## config.mk

```make
export PLATFORM = sky130hd
export DESIGN_NAME = aer_link_arbiter
export DESIGN_NICKNAME = d
export VERILOG_FILES = /design/src/rtl/aer_link_arbiter_pkg.sv /design/src/rtl/aer_ack_sync.sv /design/src/rtl/aer_link_arbiter.sv
export SDC_FILE = /design/constraint.sdc
export NUM_CORES = 1
export LEC_CHECK = 0
export ABC_AREA = 1
export ABC_CLOCK_PERIOD_IN_PS = 3850
export CORE_UTILIZATION = 45
export CTS_CLUSTER_DIAMETER = 120
export DETAILED_ROUTE_END_ITERATION = 10
export HOLD_SLACK_MARGIN = 0.02
export PLACE_DENSITY = 0.76
export SETUP_SLACK_MARGIN = 0.1
export SYNTH_ARGS = -nofsm -noshare
export SYNTH_HDL_FRONTEND = slang
export SYNTH_SLANG_ARGS = --single-unit
```

## constraint.sdc

```tcl
create_clock -name CLK -period 3.85 [get_ports CLK]
set_clock_uncertainty 0.15 [all_clocks]
set_input_delay 1.155 -clock CLK [delete_from_list [all_inputs] [get_ports CLK]]
set_output_delay 1.155 -clock CLK [all_outputs]
set_load 0.01 [all_outputs]
```

## src/rtl/aer_link_arbiter_pkg.sv

```systemverilog
// Shared AER link definitions: address width, arbiter state encoding and default sizing.
// Latency: n/a (declarations only).
// Backpressure: n/a.
package pa_SnnAccelerator;

    localparam int M               = 8;     // AER address width
    localparam int NREQ_DEFAULT    = 4;     // event sources sharing one link
    localparam int TIMEOUT_DEFAULT = 1024;  // cycles to wait for an ACK edge, 0 = wait forever

    typedef enum logic [1:0] {
        IDLE,
        WAIT_HI,
        WAIT_LO
    } aer_arb_state_t;

endpackage

```

## src/rtl/aer_ack_sync.sv

```systemverilog
// Two-flop synchroniser for an asynchronous AER handshake line.
// Latency: input visible on sync_out after two clk edges.
// Backpressure: none; samples every cycle.
// Ports: clk/rst (async active-high, clears to 0), async_in (raw line), sync_out (clk-domain copy).
module aer_ack_sync (
    input  logic clk,
    input  logic rst,
    input  logic async_in,
    output logic sync_out
);

    logic meta;

    always_ff @(posedge clk or posedge rst) begin
        if (rst) begin
            meta     <= 1'b0;
            sync_out <= 1'b0;
        end else begin
            meta     <= async_in;
            sync_out <= meta;
        end
    end

endmodule

```

## src/rtl/aer_link_arbiter.sv

```systemverilog
// Round-robin arbiter sharing one 4-phase AER output link between NREQ event sources.
// Latency: grant one edge after SRC_VALID; ACK seen through a 2-flop synchroniser; one IDLE cycle between handshakes.
// Backpressure: a source holds SRC_VALID/SRC_ADDR until its SRC_READY pulse; a dead receiver aborts after TIMEOUT cycles.
// Ports: CLK/RST; SRC_VALID/SRC_ADDR/SRC_READY per-source request side; AEROUT_ADDR/REQ/ACK link side;
//        GNT_ID current owner, BUSY handshake in progress, ERR_TIMEOUT sticky abort flag.
module aer_link_arbiter #(
    parameter int M       = pa_SnnAccelerator::M,
    parameter int NREQ    = pa_SnnAccelerator::NREQ_DEFAULT,
    parameter int TIMEOUT = pa_SnnAccelerator::TIMEOUT_DEFAULT,
    localparam int IW     = $clog2(NREQ)
) (
    input  logic              CLK,
    input  logic              RST,
    input  logic [NREQ-1:0]   SRC_VALID,
    input  logic [NREQ*M-1:0] SRC_ADDR,
    output logic [NREQ-1:0]   SRC_READY,
    output logic [M-1:0]      AEROUT_ADDR,
    output logic              AEROUT_REQ,
    input  logic              AEROUT_ACK,
    output logic [IW-1:0]     GNT_ID,
    output logic              BUSY,
    output logic              ERR_TIMEOUT
);

    import pa_SnnAccelerator::aer_arb_state_t;
    import pa_SnnAccelerator::IDLE;
    import pa_SnnAccelerator::WAIT_HI;
    import pa_SnnAccelerator::WAIT_LO;

    // A width-1 counter keeps the declarations legal when the timeout is disabled.
    localparam int            CW      = (TIMEOUT > 0) ? $clog2(TIMEOUT + 1) : 1;
    localparam logic [CW-1:0] TO_LAST = CW'(TIMEOUT - 1);

    aer_arb_state_t  state_q, state_d;
    logic [IW-1:0]   ptr_q, ptr_d;
    logic [IW-1:0]   gnt_q, gnt_d;
    logic [M-1:0]    addr_q, addr_d;
    logic [NREQ-1:0] rdy_q, rdy_d;
    logic            req_q, req_d;
    logic            busy_q, busy_d;
    logic            err_q, err_d;
    logic [CW-1:0]   cnt_q, cnt_d;
    logic            ack_s;
    logic            timed_out;
    logic [IW:0]     pick;
    logic [IW-1:0]   win;
    logic [M-1:0]    src_addr_a [NREQ];

    for (genvar g = 0; g < NREQ; g++) begin : g_unpack
        assign src_addr_a[g] = SRC_ADDR[g*M +: M];
    end

    aer_ack_sync u_ack_sync (
        .clk      (CLK),
        .rst      (RST),
        .async_in (AEROUT_ACK),
        .sync_out (ack_s)
    );

    // Returns {found, index} of the first set bit at or above p, wrapping modulo NREQ.
    // Walking offsets from high to low lets the nearest candidate overwrite the others.
    function automatic logic [IW:0] rr_pick(input logic [NREQ-1:0] v, input logic [IW-1:0] p);
        logic [IW:0] res;
        int          idx;
        res = '0;
        for (int k = NREQ - 1; k >= 0; k--) begin
            idx = (int'(p) + k) % NREQ;
            if (v[IW'(idx)]) res = {1'b1, IW'(idx)};
        end
        return res;
    endfunction

    assign pick      = rr_pick(SRC_VALID, ptr_q);
    assign win       = pick[IW-1:0];
    assign timed_out = (TIMEOUT > 0) && (cnt_q == TO_LAST);

    always_comb begin
        state_d = state_q;
        ptr_d   = ptr_q;
        gnt_d   = gnt_q;
        addr_d  = addr_q;
        rdy_d   = '0;
        req_d   = req_q;
        busy_d  = busy_q;
        err_d   = err_q;
        cnt_d   = cnt_q;

        case (state_q)
            IDLE: begin
                cnt_d = '0;
                // A still-high ACK (e.g. after an abort in WAIT_LO) blocks new grants.
                if (!ack_s && pick[IW]) begin
                    addr_d     = src_addr_a[win];
                    req_d      = 1'b1;
                    gnt_d      = win;
                    busy_d     = 1'b1;
                    rdy_d[win] = 1'b1;
                    ptr_d      = (win == IW'(NREQ - 1)) ? '0 : win + 1'b1;
                    state_d    = WAIT_HI;
                end
            end
            WAIT_HI, WAIT_LO: begin
                if ((state_q == WAIT_HI) ? ack_s : !ack_s) begin
                    cnt_d = '0;
                    if (state_q == WAIT_HI) begin
                        req_d   = 1'b0;
                        state_d = WAIT_LO;
                    end else begin
                        busy_d  = 1'b0;
                        state_d = IDLE;
                    end
                end else if (timed_out) begin
                    // READY has already pulsed, so the event is dropped rather than retried.
                    req_d   = 1'b0;
                    err_d   = 1'b1;
                    busy_d  = 1'b0;
                    cnt_d   = '0;
                    state_d = IDLE;
                end else begin
                    cnt_d = cnt_q + 1'b1;
                end
            end
            default: state_d = IDLE;
        endcase
    end

    always_ff @(posedge CLK or posedge RST) begin
        if (RST) begin
            state_q <= IDLE;
            ptr_q   <= '0;
            gnt_q   <= '0;
            addr_q  <= '0;
            rdy_q   <= '0;
            req_q   <= 1'b0;
            busy_q  <= 1'b0;
            err_q   <= 1'b0;
            cnt_q   <= '0;
        end else begin
            state_q <= state_d;
            ptr_q   <= ptr_d;
            gnt_q   <= gnt_d;
            addr_q  <= addr_d;
            rdy_q   <= rdy_d;
            req_q   <= req_d;
            busy_q  <= busy_d;
            err_q   <= err_d;
            cnt_q   <= cnt_d;
        end
    end

    assign SRC_READY   = rdy_q;
    assign AEROUT_ADDR = addr_q;
    assign AEROUT_REQ  = req_q;
    assign GNT_ID      = gnt_q;
    assign BUSY        = busy_q;
    assign ERR_TIMEOUT = err_q;

endmodule

```

==> results of run 1 <==
through the flow:
step	worst slack, ns	hold slack (ns)	area [um^2]	power [mW]
detailed placement	0.532	0.199	2610	1.64
global route	0.621	0.218	2720	2.14
finish	0.820	0.208	2720	1.97
CTS	0.829	0.210	2720	1.98
floorplan	1.23	0.181	2030	1.34
global placement	0.580	0.184	2610	1.61
synthesized netlist by cell type (all sizes together):
cell	instances	area (um^2)
clkbuf	1	3.75
and3	1	6.26
o211ai	5	37.5
inv	53	201
a22o	2	17.5
o21a	3	22.5
nand4	2	12.5
buf	4	41.3
o22ai	1	6.26
dfrtp	34	851
nand2	77	314
o21bai	1	7.51
or2	5	31.3
nor3b	1	7.51
ha	7	87.6
o21ai	8	43.8
nor3	1	5.00
o31ai	2	15.0
nand3	33	185
a21boi	1	7.51
nor2	23	88.8
xor2	2	17.5
xnor2	1	8.76
a21oi	1	5.00
o41ai	1	8.76
path summary, 6_finish.rpt:
path / endpoint / startpoint / cells after the start
min in group asynchronous: cnt_q[1] / RST / 3
max: ptr_q[1] / SRC_VALID[1] / 10
max in group asynchronous: AEROUT_ADDR[6] / RST / 3
min reg2reg: u_ack_sync.sync_out / u_ack_sync.meta / 0
min: u_ack_sync.sync_out / u_ack_sync.meta / 0
max reg2reg: ptr_q[1] / ptr_q[0] / 9
logic make-up after synthesis:
logic type,synth area share
XOR/XNOR,0.0129
AND/OR/NAND/NOR,0.320
flip-flops,0.418
AO/OA/AOI/OAI,0.0843
buffers and inverters,0.121
adder cells (fa/ha/maj),0.0431
where the power goes:
part           switching [mW]  total [mW]  internal [mW]
Sequential             0.0845       0.554          0.469
Combinational           0.630        1.08          0.449
Clock                   0.127       0.334          0.207
critical path, stage by stage:
cell and delay, ns:
clkdlybuf4s50_1 0.45, inv_1 0.05, o21ai_1 0.16, nor2_1 0.09, nor2_1 0.12, nand3_2 0.17, nand2_2 0.40, ha_1 0.32
nand2_1 0.06, o21ai_0 0.07
cell type report:
type | instances | share of cell area
tap | 52 | 0.0239
clock inverter | 1 | 0.0110
clock buffer | 6 | 0.0303
multi-input combinational | 178 | 0.344
timing repair buffer | 56 | 0.205
inverter | 53 | 0.0740
sequential | 34 | 0.312
per-layer routing:
| metal | part of all wire | wire, um |
|---|---|---|
| met5 | 0 | 0 |
| met1 | 0.45 | 1970 |
| met3 | 0.049 | 213 |
| met4 | 0.033 | 146 |
| met2 | 0.47 | 2050 |
sequential cells by signal (all words and copies together), names as in the netlist:
signal	flops
cnt_q	11
AEROUT_ADDR	8
SRC_READY	4
GNT_ID	2
ptr_q	2
state_q	2
AEROUT_REQ	1
BUSY	1
ERR_TIMEOUT	1
u_ack_sync.meta	1
u_ack_sync.sync_out	1
==> impl_results.md, run 1 <==
- Synth warnings: 0
- Setup CP Type: in -> reg
- Antenna viol nets, final: 0
- Max FO, Critical Path: 29
- CTS max path bufs: 2
- RePlAce Congestion: 0.784
- Ant diodes: 0
- RSZ-0062 raised after global routing: false
- TritonCTS clock tree: yes
- Fmax: roughly 330 MHz
- FF+latch count, synth: 34
- GRT overflow: 0
- Class of the worst hold path: reg -> reg
- Antenna violations before repair: 0
- DRC violation count after routing: 0
- Iter 0 DRT Violations: 80
- Syn Std Cell Area: about 0.0020 mm^2
- First-pass GRT wire length: just under 8000 um
- Die width: about 69 um
- Row count: 24
- Hold bufs inserted after CTS: 0
- Global-route met2 utilization: 0.329
- Met1 usage: 0.255
- H-tree depth: 2
- Postcts setup bufs: 0
- LEAKAGE: 1.38 nW
- HPWL after DPL: 3370 um
- Vias per inst: just under 5
- Commonest cells after routing, fill and taps aside: nand2_1, clkdlybuf4s50_1, inv_1
- Final Hold Fails: 0
- Pre-Repair DR Iteration Count: 4
- CP Data Arrival Time: just over 3 ns
- Pwr dens: 722 mW/mm^2
- Fillers: approximately 380
- CTS buffer count: 5
- Area of the multi-input gates: approximately 940 um^2
- Worst setup SP type: input port
- Non-Filler Instances: between 300 and 400
- Element type at the critical path end: flip-flop
- MaxCap Viol Count: 0
- Most common cell after layout, fill and taps aside: nand2_1
- Clock transition at path regs: ~0.070 ns
- WL/cell: around 12 um
- Storage element area: about 850 um^2
- Clock Sinks: 34
- Status: finished clean
- Worst EP required: ~3.9 ns
- Fin Setup TNS: 0 ns
- Final Max Tran Viols: 0
- Total track usage: 0.201
- Clock Tree Root: clkbuf_8
- Slew Limit Headroom: 0.703
- Flop-to-flop setup slack: about 1.5 ns
- Nets: roughly 370
- Layout area overhead: 34.0%
- Number of port buffers: 55
- IO Pins: 56
- Unique masters post-synth: 34
- Die ar.: about 0.0048 mm^2
- Finish-stage setup viols: 0
- Via count: ~1900
- Gr busiest metal: met2
- Period utilisation layout: 0.787
- Layout cells sized above 1: 0.0793
- Met3 Track Usage GR: 0.0320
- Placed Cells: about 370
- Minimum clock period: 3.03 ns
- Clock Latency Late Sink: just under 0.3 ns
- Syn Inst Count: 270
- Sequential area share after synthesis: 0.418
- Synthesized net count: 316
- Post-Syn Area per Cell: between 7 and 8 um^2
- Slew @ Worst Pin: 0.444 ns
- Die height: ~69 um
- Core area: 0.00435 mm^2
- Maximum VDD drop: 0.356 mV
- Cts repair resizes: 0
- Vias in the first global route: roughly 1900
- Wirelength, routed: roughly 4400 um
- Initial core utilization: 0.467
- Final cell utilization of the core: 0.626
- Largest net degree at the start of global routing: 35
(Power assumes the default switching activity.)
==> run 2, diff against run 1 <==
--- a/config.mk
+++ b/config.mk
@@ -6,8 +6,8 @@
 export NUM_CORES = 1
 export LEC_CHECK = 0
 export ABC_AREA = 1
-export ABC_CLOCK_PERIOD_IN_PS = 3850
-export CORE_UTILIZATION = 45
+export ABC_CLOCK_PERIOD_IN_PS = 2650
+export CORE_UTILIZATION = 43
 export CTS_CLUSTER_DIAMETER = 120
 export DETAILED_ROUTE_END_ITERATION = 10
 export HOLD_SLACK_MARGIN = 0.02
==> constraint.sdc (replaced) <==
create_clock -name CLK -period 2.65 [get_ports CLK]
set_clock_uncertainty 0.15 [all_clocks]
set_input_delay 0.795 -clock CLK [delete_from_list [all_inputs] [get_ports CLK]]
set_output_delay 0.795 -clock CLK [all_outputs]
set_load 0.01 [all_outputs]
==> run 2 against run 1 <==
  * The run now ends with design-rule violations left
  * Largest cell class unchanged
  * Combinational power rose by 68%
  * Clock power rose by 16%
  * First-iteration DRC count rose by 15%
  * Register-to-register slack got worse by 0.96 ns
  * Routed wire length fell by 2.3%
  * Critical path depth rose by 2
  * Sequential power rose by 45%
  * Cell area rose by 3.4%
  * Hold slack improved by 0.0047 ns
  * Utilization rose by 0.79 points
==> impl_results.md, run 2 (synthesized netlist as in run 1, its figures left out) <==
- Status: finished, violations left
- Violated checks: design-rule violations
- Die height: a little over 70 um
- Max reg flops: 11
- Placed Cells: between 300 and 400
- Maximum VDD drop: 0.465 mV
- Clock transition at path regs: 0.07 ns
- Layout area overhead: 38.5%
- H-tree depth: 2
- CTS buffer count: 5
- Post-route design area: 0.00282 mm^2
- Most common cell after layout, fill and taps aside: nand2_1
- CTS max path bufs: 2
- Reg with most FFs: cnt_q
- MaxCap Viol Count: 0
- Ant diodes: 0
- Worst setup SP type: input port
- Via count: 1872
- Slew @ Worst Pin: approximately 0.46 ns
- CP Cell Sequence: clkdlybuf4s50_1, inv_1, o21ai_1, nand2_1, nand3_2, nand2_2, nand2_4, nand2_2, buf_12, or2_1, nand3_1, nand3_1
- Final cell utilization of the core: 0.633
- Layout cells sized above 1: 0.117
- Minimum clock period: between 2 and 2.5 ns
- Final Max Tran Viols: 0
- Worst EP required: ~2.7 ns
- Vias in the first global route: around 1700
- Fmax: around 420 MHz
- Finish-stage setup viols: 0
- Clock Sinks: 34
- CP Buf/Inv Count: 3
- Total track usage: 0.191
- TritonCTS clock tree: yes
- Die width: between 70 and 80 um
- IO Pins: 56
- CP Data Arrival Time: approximately 2.4 ns
- Initial core utilization: 0.457
- RePlAce Congestion: 0.908
- RSZ-0062 raised after global routing: false
- Max stage delay on crit path: roughly 0.45 ns
- Clock Latency Late Sink: between 0.2 and 0.3 ns
- Clock Tree Root: clkbuf_8
- Vias per inst: roughly 4.8
- Pwr dens: 1060 mW/mm^2
- Hold bufs inserted after CTS: 0
- Die ar.: between 0.005 and 0.006 mm^2
- LEAKAGE: between 1 and 1.5 nW
- GRT overflow: 0
- Commonest cells after routing, fill and taps aside: nand2_1, clkdlybuf4s50_1, inv_1
- Core area: 0.00444 mm^2
- Nets: 387
- Wirelength, routed: roughly 4300 um
- WL/cell: roughly 11 um
- First-pass GRT wire length: 7530 um
- Crit-path slowest cell: clkdlybuf4s50_1
- Number of port buffers: 55
- Iter 0 DRT Violations: a little over 90
- Row count: 24
- Non-Filler Instances: between 300 and 400
- Antenna viol nets, final: 0
- Max FO, Critical Path: 26
- Fillers: 397
- Placed cell areas: approximately 0.0027 mm^2
- DRC violation count after routing: 4
- Period utilisation layout: 0.909
- HPWL after DPL: 3370 um
- Class of the worst hold path: reg -> reg
- Slew Limit Headroom: 0.696
- Element type at the critical path end: flip-flop
- Antenna violations before repair: 0
- Pre-Repair DR Iteration Count: 7
- Final Hold Fails: 0
- Setup CP Type: in -> reg
- Largest net degree at the start of global routing: 35
- Cell family with most CP delay: simple AND/OR/NAND/NOR gates
==> run 2: metal layers <==
| layer | track usage | part of all wire | up-vias |
|---|---|---|---|
| met4 | 0.0467 | 0.0089 | 0 |
| li1 | - | - | 982 |
| met1 | 0.235 | 0.46 | 837 |
| met2 | 0.331 | 0.49 | 48 |
| met3 | 0.0570 | 0.041 | 5 |
| met5 | 0 | 0 | - |
==> run 2: path summary, 6_finish.rpt <==
| kind | from | end | slack, ns | depth (start not counted) |
|---|---|---|---|---|
| setup / recovery | SRC_VALID[1] | AEROUT_ADDR[5] | 0.24 | 12 |
| min in group asynchronous | RST | AEROUT_ADDR[4] | 0.74 | 3 |
| max in group asynchronous | RST | cnt_q[3] | 1.32 | 3 |
| hold reg to reg | u_ack_sync.meta | u_ack_sync.sync_out | 0.21 | 0 |
| setup reg to reg | ptr_q[0] | AEROUT_ADDR[5] | 0.57 | 11 |
| hold / removal | u_ack_sync.meta | u_ack_sync.sync_out | 0.21 | 0 |
==> run 2: repair_timing <==
item                                    CTS  global route
endpoints found under the setup margin    0             4
resized for setup                         0             1
setup buffers                             0             0
==> run 2: metrics by stage <==
step	power (mW)	setup TNS [ns]	hold slack, ns	worst slack, ns
6_report	3.00	0	0.213	0.242
5_1_grt	3.26	0	0.228	0.157
4_1_cts	3.02	0	0.216	0.242
3_5_place_dp	2.62	-0.336	0.202	-0.0664
3_3_place_gp	2.59	-0.0840	0.183	-0.0247
2_1_floorplan	1.95	0	0.181	0.394
==> run 2: power breakdown <==
group	switching (mW)	total, mW	internal (mW)
Clock	0.178	0.387	0.209
Sequential	0.120	0.801	0.681
Combinational	0.955	1.81	0.854
Total	1.25	3.00	1.74
==> run 2: final cells by class <==
cell class,count,area (um^2),area share
clock buffers,7,86.3,0.0307
clock inverters,1,5.00,0.00178
inverters,53,201,0.0716
multi-input cells,178,938,0.333
flip-flops and latches,34,851,0.302
well taps,52,65.1,0.0231
repair buffers,69,668,0.237
==> run 2: worst register-to-register path: cells and delay by family, from the launching register on <==
family	cells	cell delay, ns
flops	1	0.62
buf+inv	1	0.16
simple gates	10	1.03
